`config.mk`:
```
export PLATFORM = sky130hd
export DESIGN_NAME = sub_op_sequencer_flat
export DESIGN_NICKNAME = d
export VERILOG_FILES = /design/src/rtl/sub_op_sequencer_if.sv /design/src/rtl/sub_op_sequencer.sv /design/src/flat_wrapper.sv
export SDC_FILE = /design/constraint.sdc
export NUM_CORES = 1
export LEC_CHECK = 0
export BUFFER_PORTS_ARGS = -buffer_cell sky130_fd_sc_hd__buf_2
export CAP_MARGIN = 10
export CORE_MARGIN = 10
export CORE_UTILIZATION = 30
export CTS_CLUSTER_SIZE = 8
export DETAILED_ROUTE_END_ITERATION = 16
export SYNTH_ARGS = -nofsm -noshare
export SYNTH_HDL_FRONTEND = slang
export SYNTH_SLANG_ARGS = --single-unit
```
`constraint.sdc`:
```
create_clock -name clk -period 1.9 [get_ports clk]
set_input_delay 0.285 -clock clk [delete_from_list [all_inputs] [get_ports clk]]
set_output_delay 0.285 -clock clk [all_outputs]
set_load 0.005 [all_outputs]
```
`src/rtl/sub_op_sequencer_if.sv`:
```
// sub_op_sequencer_if
//   Bundles the three signal groups around the subtractor sequencer:
//     in_*   request handshake (valid/ready) carrying operands and mode
//     sub_*  drive to / results from the Subtractor
//     out_*  response handshake (valid/ready) carrying the captured result
//     busy   sequencer status
//   Modports:
//     slave  - the sequencer itself
//     master - the environment: requester, Subtractor and response consumer
interface sub_op_sequencer_if #(
  parameter int WIDTH = 32,
  parameter int CNT_W = 8
);
  logic             in_valid;
  logic             in_ready;
  logic [WIDTH-1:0] in_a;
  logic [WIDTH-1:0] in_b;
  logic             in_bin;
  logic             in_mode;

  logic             sub_sel;
  logic             sub_start;
  logic [WIDTH-1:0] sub_a;
  logic [WIDTH-1:0] sub_b;
  logic             sub_bin;
  logic [WIDTH-1:0] sub_diff;
  logic             sub_bout;
  logic             sub_done;

  logic             out_valid;
  logic             out_ready;
  logic [WIDTH-1:0] out_diff;
  logic             out_bout;
  logic             out_mode;
  logic [CNT_W-1:0] out_cycles;
  logic             out_err;

  logic             busy;

  modport slave (
    input  in_valid, in_a, in_b, in_bin, in_mode,
    output in_ready,
    output sub_sel, sub_start, sub_a, sub_b, sub_bin,
    input  sub_diff, sub_bout, sub_done,
    output out_valid, out_diff, out_bout, out_mode, out_cycles, out_err,
    input  out_ready,
    output busy
  );

  modport master (
    output in_valid, in_a, in_b, in_bin, in_mode,
    input  in_ready,
    input  sub_sel, sub_start, sub_a, sub_b, sub_bin,
    output sub_diff, sub_bout, sub_done,
    input  out_valid, out_diff, out_bout, out_mode, out_cycles, out_err,
    output out_ready,
    input  busy
  );
endinterface

```
`src/rtl/sub_op_sequencer.sv`:
```
// sub_op_sequencer
//   Command/response stage in front of the 32-bit Subtractor. Accepts one
//   request, drives it into the Subtractor, waits for the result (first WAIT
//   edge in parallel mode, sub_done in serial mode), captures diff/bout and
//   returns them with the number of WAIT cycles spent.
//   FSM: IDLE -> ISSUE -> WAIT -> HOLD -> IDLE. All outputs are registered.
// Ports
//   clk    rising-edge clock
//   reset  synchronous, active-high
//   bus    sub_op_sequencer_if.slave (request, Subtractor and response groups)
// Parameters
//   WIDTH    operand/result width
//   CNT_W    WAIT counter and out_cycles width
//   TIMEOUT  serial WAIT cycle limit (exists only with SUB_SEQ_TIMEOUT_EN)
// Configuration
//   SUB_SEQ_TIMEOUT_EN  when defined, a serial op whose done never arrives is
//                       retired after TIMEOUT WAIT cycles with out_err=1.
//                       When undefined, WAIT holds until sub_done and out_err
//                       is tied to 0.
module sub_op_sequencer #(
  parameter int WIDTH = 32,
  parameter int CNT_W = 8
`ifdef SUB_SEQ_TIMEOUT_EN
  , parameter int TIMEOUT = 40
`endif
) (
  input  logic                    clk,
  input  logic                    reset,
  sub_op_sequencer_if.slave       bus
);

  typedef enum logic [1:0] {IDLE, ISSUE, WAIT, HOLD} state_t;

  localparam logic [CNT_W-1:0] CNT_MAX = '1;
`ifdef SUB_SEQ_TIMEOUT_EN
  localparam logic [CNT_W-1:0] TIMEOUT_CNT = CNT_W'(TIMEOUT);
`endif

  state_t           state_reg;
  logic [CNT_W-1:0] count_reg;

`ifndef SUB_SEQ_TIMEOUT_EN
  assign bus.out_err = 1'b0;
`endif

  always_ff @(posedge clk) begin
    if (reset) begin
      state_reg      <= IDLE;
      count_reg      <= '0;
      bus.in_ready   <= 1'b0;
      bus.sub_sel    <= 1'b0;
      bus.sub_start  <= 1'b0;
      bus.sub_a      <= {WIDTH{1'b0}};
      bus.sub_b      <= {WIDTH{1'b0}};
      bus.sub_bin    <= 1'b0;
      bus.out_valid  <= 1'b0;
      bus.out_diff   <= {WIDTH{1'b0}};
      bus.out_bout   <= 1'b0;
      bus.out_mode   <= 1'b0;
      bus.out_cycles <= '0;
`ifdef SUB_SEQ_TIMEOUT_EN
      bus.out_err    <= 1'b0;
`endif
      bus.busy       <= 1'b0;
    end else begin
      // start is a one-cycle pulse; only the accept branch raises it
      bus.sub_start <= 1'b0;

      case (state_reg)
        IDLE: begin
          if (bus.in_valid && bus.in_ready) begin
            bus.sub_a     <= bus.in_a;
            bus.sub_b     <= bus.in_b;
            bus.sub_bin   <= bus.in_bin;
            bus.sub_sel   <= bus.in_mode;
            // registered here so the pulse lands exactly in the ISSUE cycle
            bus.sub_start <= bus.in_mode;
            bus.in_ready  <= 1'b0;
            bus.busy      <= 1'b1;
            state_reg     <= ISSUE;
          end else begin
            bus.in_ready  <= 1'b1;
          end
        end

        ISSUE: begin
          count_reg <= '0;
          state_reg <= WAIT;
        end

        WAIT: begin
          if (count_reg != CNT_MAX) begin
            count_reg <= count_reg + 1'b1;
          end
          if (!bus.sub_sel) begin
            bus.out_diff   <= bus.sub_diff;
            bus.out_bout   <= bus.sub_bout;
            bus.out_mode   <= 1'b0;
            bus.out_cycles <= '0;
            bus.out_valid  <= 1'b1;
            state_reg      <= HOLD;
          end else if (bus.sub_done && (count_reg != '0)) begin
            // done on the first WAIT cycle may be left over from the
            // previous serial op, hence the count_reg != 0 guard
            bus.out_diff   <= bus.sub_diff;
            bus.out_bout   <= bus.sub_bout;
            bus.out_mode   <= 1'b1;
            bus.out_cycles <= count_reg;
            bus.out_valid  <= 1'b1;
            state_reg      <= HOLD;
          end
`ifdef SUB_SEQ_TIMEOUT_EN
          else if (count_reg == TIMEOUT_CNT) begin
            bus.out_diff   <= {WIDTH{1'b0}};
            bus.out_bout   <= 1'b0;
            bus.out_mode   <= 1'b1;
            bus.out_cycles <= TIMEOUT_CNT;
            bus.out_err    <= 1'b1;
            bus.out_valid  <= 1'b1;
            state_reg      <= HOLD;
          end
`endif
        end

        HOLD: begin
          if (bus.out_ready) begin
            bus.out_valid <= 1'b0;
`ifdef SUB_SEQ_TIMEOUT_EN
            bus.out_err   <= 1'b0;
`endif
            bus.busy      <= 1'b0;
            // ready rises with the return to IDLE, so the retire edge
            // itself never doubles as an accept edge
            bus.in_ready  <= 1'b1;
            state_reg     <= IDLE;
          end
        end

        default: begin
          state_reg <= IDLE;
        end
      endcase
    end
  end

endmodule

```
`src/flat_wrapper.sv`:
```
// flat-port wrapper written by rule: the top's interface ports become plain ports
module sub_op_sequencer_flat 
#(
  parameter int WIDTH = 32,
  parameter int CNT_W = 8

)
  (clk, reset, bus_in_valid, bus_in_a, bus_in_b, bus_in_bin, bus_in_mode, bus_in_ready, bus_sub_sel, bus_sub_start, bus_sub_a, bus_sub_b, bus_sub_bin, bus_sub_diff, bus_sub_bout, bus_sub_done, bus_out_valid, bus_out_diff, bus_out_bout, bus_out_mode, bus_out_cycles, bus_out_err, bus_out_ready, bus_busy);
  sub_op_sequencer_if #(.WIDTH(WIDTH), .CNT_W(CNT_W)) bus_i ();
  input  logic clk;
  input  logic reset;
  input wire logic [$bits(bus_i.in_valid)-1:0] bus_in_valid;
  input wire logic [$bits(bus_i.in_a)-1:0] bus_in_a;
  input wire logic [$bits(bus_i.in_b)-1:0] bus_in_b;
  input wire logic [$bits(bus_i.in_bin)-1:0] bus_in_bin;
  input wire logic [$bits(bus_i.in_mode)-1:0] bus_in_mode;
  output wire logic [$bits(bus_i.in_ready)-1:0] bus_in_ready;
  output wire logic [$bits(bus_i.sub_sel)-1:0] bus_sub_sel;
  output wire logic [$bits(bus_i.sub_start)-1:0] bus_sub_start;
  output wire logic [$bits(bus_i.sub_a)-1:0] bus_sub_a;
  output wire logic [$bits(bus_i.sub_b)-1:0] bus_sub_b;
  output wire logic [$bits(bus_i.sub_bin)-1:0] bus_sub_bin;
  input wire logic [$bits(bus_i.sub_diff)-1:0] bus_sub_diff;
  input wire logic [$bits(bus_i.sub_bout)-1:0] bus_sub_bout;
  input wire logic [$bits(bus_i.sub_done)-1:0] bus_sub_done;
  output wire logic [$bits(bus_i.out_valid)-1:0] bus_out_valid;
  output wire logic [$bits(bus_i.out_diff)-1:0] bus_out_diff;
  output wire logic [$bits(bus_i.out_bout)-1:0] bus_out_bout;
  output wire logic [$bits(bus_i.out_mode)-1:0] bus_out_mode;
  output wire logic [$bits(bus_i.out_cycles)-1:0] bus_out_cycles;
  output wire logic [$bits(bus_i.out_err)-1:0] bus_out_err;
  input wire logic [$bits(bus_i.out_ready)-1:0] bus_out_ready;
  output wire logic [$bits(bus_i.busy)-1:0] bus_busy;
  assign bus_i.in_valid = bus_in_valid;
  assign bus_i.in_a = bus_in_a;
  assign bus_i.in_b = bus_in_b;
  assign bus_i.in_bin = bus_in_bin;
  assign bus_i.in_mode = bus_in_mode;
  assign bus_in_ready = bus_i.in_ready;
  assign bus_sub_sel = bus_i.sub_sel;
  assign bus_sub_start = bus_i.sub_start;
  assign bus_sub_a = bus_i.sub_a;
  assign bus_sub_b = bus_i.sub_b;
  assign bus_sub_bin = bus_i.sub_bin;
  assign bus_i.sub_diff = bus_sub_diff;
  assign bus_i.sub_bout = bus_sub_bout;
  assign bus_i.sub_done = bus_sub_done;
  assign bus_out_valid = bus_i.out_valid;
  assign bus_out_diff = bus_i.out_diff;
  assign bus_out_bout = bus_i.out_bout;
  assign bus_out_mode = bus_i.out_mode;
  assign bus_out_cycles = bus_i.out_cycles;
  assign bus_out_err = bus_i.out_err;
  assign bus_i.out_ready = bus_out_ready;
  assign bus_busy = bus_i.busy;
  sub_op_sequencer #(.WIDTH(WIDTH), .CNT_W(CNT_W)) u_core (.clk(clk), .reset(reset), .bus(bus_i));
endmodule
```
After elaboration in Yosys (flattened, before gate mapping)
Cells that the tools add are included.

Word-level logic and storage cells: 64. Output and inout port bits: 113. Register bits: 122. Input bits: 104.

Bitwise gates (word level): 2. $add $sub $neg: 1. Reductions and logical operators: 15. Equality and inequality tests: 9. Mux-type cells: 23.

Operators with widths (number): 32-bit two-way mux (2); 8-bit two-way mux (3); 8-bit case mux with 2 select lines (1); 1-bit two-way mux (9); 3-bit AND reduction (3); 8-bit by 1-bit adder with 8-bit output, second input constant (1); 2-bit two-way mux (4); 8-bit inequality test, second input constant (1); 2-bit case mux with 4 select lines (1); 2-bit AND reduction (4); 8-bit nonzero test (1); 1-bit case mux with 2 select lines (3); 2-bit nonzero test (3); 2-bit == test, second input constant (2); 2-bit by 1-bit inequality test with 1-bit output, second input constant (2); 2-bit inequality test, second input constant (2); 3-bit inequality test, second input constant (1); 3-bit OR reduction (1); 2-bit by 1-bit == test with 1-bit output, second input constant (1); 1-bit logical AND (2); 2-bit logical NOT (1); 1-bit inverter (2).

Logic depth before layout (Yosys ltp)
Depth after elaboration: 5. Gate-level depth with buffers: 8. Depth with buffers taken out: 6.

Worst setup path before layout
No wires, ideal clock.

Path kind: register to register. Start: register u_core.state_reg[0]. End: register u_core.bus.sub_a[0]. Setup slack: 0.168 ns. Arrival time: 1.661 ns. Buffers on the path: 3. Library setup time: 0.070 ns. Period minus slack after synthesis: 1.732 ns. Data required time: 1.830 ns. Cell stages (with the launch flop): 9. Cells stage by stage: dfxtp_1 > inv_1 > ha_1 > and3_1 > clkbuf_1 > clkbuf_1 > buf_1 > nand2_1 > a21oi_1.

Cells in the longest elaborated chain, start to end: 2.

RTL lines: from (decl) (line sub_op_sequencer.sv:39) `state_t state_reg;`; from (signal assigned) (line sub_op_sequencer.sv:48) `state_reg <= IDLE;`; from (signal assigned) (line sub_op_sequencer.sv:80) `state_reg <= ISSUE;`; from (signal assigned) (line sub_op_sequencer.sv:88) `state_reg <= WAIT;`; 2-bit logical NOT (line sub_op_sequencer.sv:69) `case (state_reg)`; 2-bit AND reduction (no line); to (signal assigned) (line sub_op_sequencer.sv:53) `bus.sub_a <= {WIDTH{1'b0}};`; to (signal assigned) (line sub_op_sequencer.sv:72) `bus.sub_a <= bus.in_a;`; to (decl) (line sub_op_sequencer_if.sv:43) `output sub_sel, sub_start, sub_a, sub_b, sub_bin,`.

No other way between the ends. A chain may end at the register's enable or synchronous reset.

Worst setup path in the final report
Start: register u_core.count_reg[0]. End: register u_core.bus.out_diff[11].

Cells in the longest elaborated chain, start to end: 4.

RTL lines: from (decl) (line sub_op_sequencer.sv:40) `logic [CNT_W-1:0] count_reg;`; from (signal assigned) (line sub_op_sequencer.sv:93) `count_reg <= count_reg + 1'b1;`; 8-bit nonzero test (line sub_op_sequencer.sv:102) `end else if (bus.sub_done && (count_reg != '0)) begin`; 1-bit logical AND (line sub_op_sequencer.sv:102); 2-bit inequality test (no line); 2-bit AND reduction (no line); to (signal assigned) (line sub_op_sequencer.sv:57) `bus.out_diff <= {WIDTH{1'b0}};`; to (signal assigned) (line sub_op_sequencer.sv:96) `bus.out_diff <= bus.sub_diff;`; to (signal assigned) (line sub_op_sequencer.sv:105) `bus.out_diff <= bus.sub_diff;`; to (decl) (line sub_op_sequencer_if.sv:45) `output out_valid, out_diff, out_bout, out_mode, out_cycles, out_err,`.

No other way between the ends.

==> results.ini <==
[yosys]
avgSynthCellArea_um2=8.04
synth_edf_count=0
ys.flop_type=dfxtp_1
netlist_instances=568
ys_seq_elements=122
syn_area_um2=4570
synth_cell_types=40
seq_area_frac_synth=0.535
yosys_warnings=0
synth_async_sr_flop_share=0
synth_nets=679

[clock_tree]
cts_sinks=122
clock_latency_ns=0.41
cts_resized=0
path_clk_slew_ns=0.06
holdBufCountCts=0
h-tree-depth=4
cts_inserted_buffers=17
cts_buffer_depth=2
clockRootBuffer=clkbuf_16
cts_setup_buffers=0
cts_tree=built

[finish]
syn2layout_area_growth_pct=43.3
final_common_cell=nand2_1
final_cell_mix=215 x nand2_1, 214 x buf_2, 122 x dfxtp_1
drive_above_1_share=0.345
stdcell_area_um2=6540
fin_cells=983
reg_top3=u_core.bus.out_diff: 32 flops, u_core.bus.sub_a: 32 flops, u_core.bus.sub_b: 32 flops
final_nets=895

[setup_path]
cp_num_buf_inv=2
worstPathMaxFanout=42
worst_path_max_delay_cell=or4b_4
cp-end-kind=flip-flop
path_cells=inv_1 > ha_1 > or4b_4 > o211ai_4 > buf_12 > nand2_1 > a21oi_1
cp.required_ns=2.24
critPathKind=flip-flop to flip-flop
slowest_delay_ns=0.49
crit_family=simple AND/OR/NAND/NOR gates
start_kind=flip-flop
cp.arrival_ns=2.12

[place]
gp_congestion=0.810
dp_hpwl_um=10600
port_buffers=215
post_dp_cell_area_um2=5950
place_inst=953

[power_and_ir_drop]
p_per_area_nw_per_um2=1310
power.total_mw=8.58
leakage_nw=2.93
peakVddDrop_uv=616

[route]
drc=0
drt_wl_total_um=14600
wl_per_cell_um=14.9
drt_iter0_markers=147
dr_total_vias=4518
ant_nets=0
vias_per_cell=4.60
dr.pass1.iters=4

[floorplan]
num_rows=45
die_h_um=143
die_area_um2=20600
io_pins=217
die_x_um=143
initial_utilization=0.304
coreArea_um2=15000

[global_routing]
antenna_found_initial=1
grt_pass1_vias=4334
grt.overflow.total=0
grtUsageTotal=0.137
grt_max_degree=85
grt_pass1_wl_um=22600

[status]
status=finished clean

[timing]
rsz0062_at_grt=false
setup-tns-final_ns=0
setup-violations-final=0
hold_viol_final=0
slew_viol_final=0
holdWs_ns=0.107
fmax_ghz=0.561
finClkSkew_ns=0.00958
fin_crit_sh=0.938
layout_min_cycle_time_ns=1.78

[run]
maxCapViolCount=0

[hold_path]
hp-class=input port to flip-flop

worst register-to-register path, stage by stage (launching register included):
cell	delay (ns)
dfxtp_1	0.31
inv_1	0.07
ha_1	0.16
or4b_4	0.49
o211ai_4	0.21
buf_12	0.23
nand2_1	0.09
a21oi_1	0.15
power breakdown:
group / internal (mW) / total (mW) / leakage (nW) / switching [mW]
clock: 2.12 / 3.23 / 0.293 / 1.12
combinational: 0.940 / 2.20 / 1.65 / 1.26
sequential: 2.95 / 3.14 / 0.989 / 0.195
layout make-up:
cell class	instances	area (µm²)
flip-flops and latches	122	2440
multi-input cells	399	1920
inverters	6	22.5
well taps	188	235
fillers	1549	8490
diodes	1	2.50
clock inverters	6	86.3
repair buffers	238	1330
clock buffers	23	508
path summary, 6_finish.rpt:
kind                        startpoint                       to  slack [ns]  cells after the start
setup / recovery   u_core.count_reg[0]  u_core.bus.out_diff[11]        0.12                      7
hold / removal            bus_in_b[15]     u_core.bus.sub_b[15]        0.11                      3
setup reg to reg   u_core.count_reg[0]  u_core.bus.out_diff[11]        0.12                      7
hold reg to reg   u_core.bus.sub_b[27]     u_core.bus.sub_b[27]        0.45                      2
kinds of logic after synthesis:
| kind of cell | after synthesis | synth area share |
|---|---|---|
| multiplexers | 1 | 0.00247 |
| buffers and inverters | 47 | 0.0479 |
| flip-flops | 122 | 0.535 |
| AO/OA/AOI/OAI | 138 | 0.170 |
| AND/OR/NAND/NOR | 252 | 0.225 |
| other | 1 | 0.000821 |
| adder cells (fa/ha/maj) | 7 | 0.0192 |
Yosys cell counts (all sizes together) (2+ instances only):
| cell | n | area share |
|---|---|---|
| inv | 5 | 0.0041 |
| clkbuf | 31 | 0.026 |
| or4b | 2 | 0.0060 |
| dfxtp | 122 | 0.53 |
| nor4b | 2 | 0.0038 |
| a211oi | 2 | 0.0044 |
| nand2 | 215 | 0.18 |
| buf | 10 | 0.017 |
| o211a | 2 | 0.0044 |
| nor3 | 2 | 0.0022 |
| nand2b | 4 | 0.0055 |
| a31oi | 2 | 0.0027 |
| and3 | 3 | 0.0041 |
| ha | 7 | 0.019 |
| nor2 | 5 | 0.0041 |
| o21ai | 2 | 0.0022 |
| a311oi | 2 | 0.0038 |
| nor2b | 2 | 0.0027 |
| nand3 | 14 | 0.015 |
| or3 | 2 | 0.0027 |
| o21a | 2 | 0.0033 |
| o211ai | 3 | 0.0079 |
| a21oi | 115 | 0.13 |
stage by stage:
stage | util | setup slack [ns]
6_report | 0.435 | 0.117
5_1_grt | 0.435 | 0.0130
4_1_cts | 0.435 | 0.113
3_5_place_dp | 0.396 | 0.124
3_3_place_gp | 0.396 | 0.160
2_1_floorplan | - | 0.168
metal layers:
metal  GRT usage  vias to the layer above  share of wire
met5           0                        -              0
met4      0.0516                        0          0.015
met3      0.0851                       17           0.13
met2       0.199                      182           0.42
met1       0.160                     2002           0.43
li1            -                     2317              -
Power figures use the tool's default switching activity.
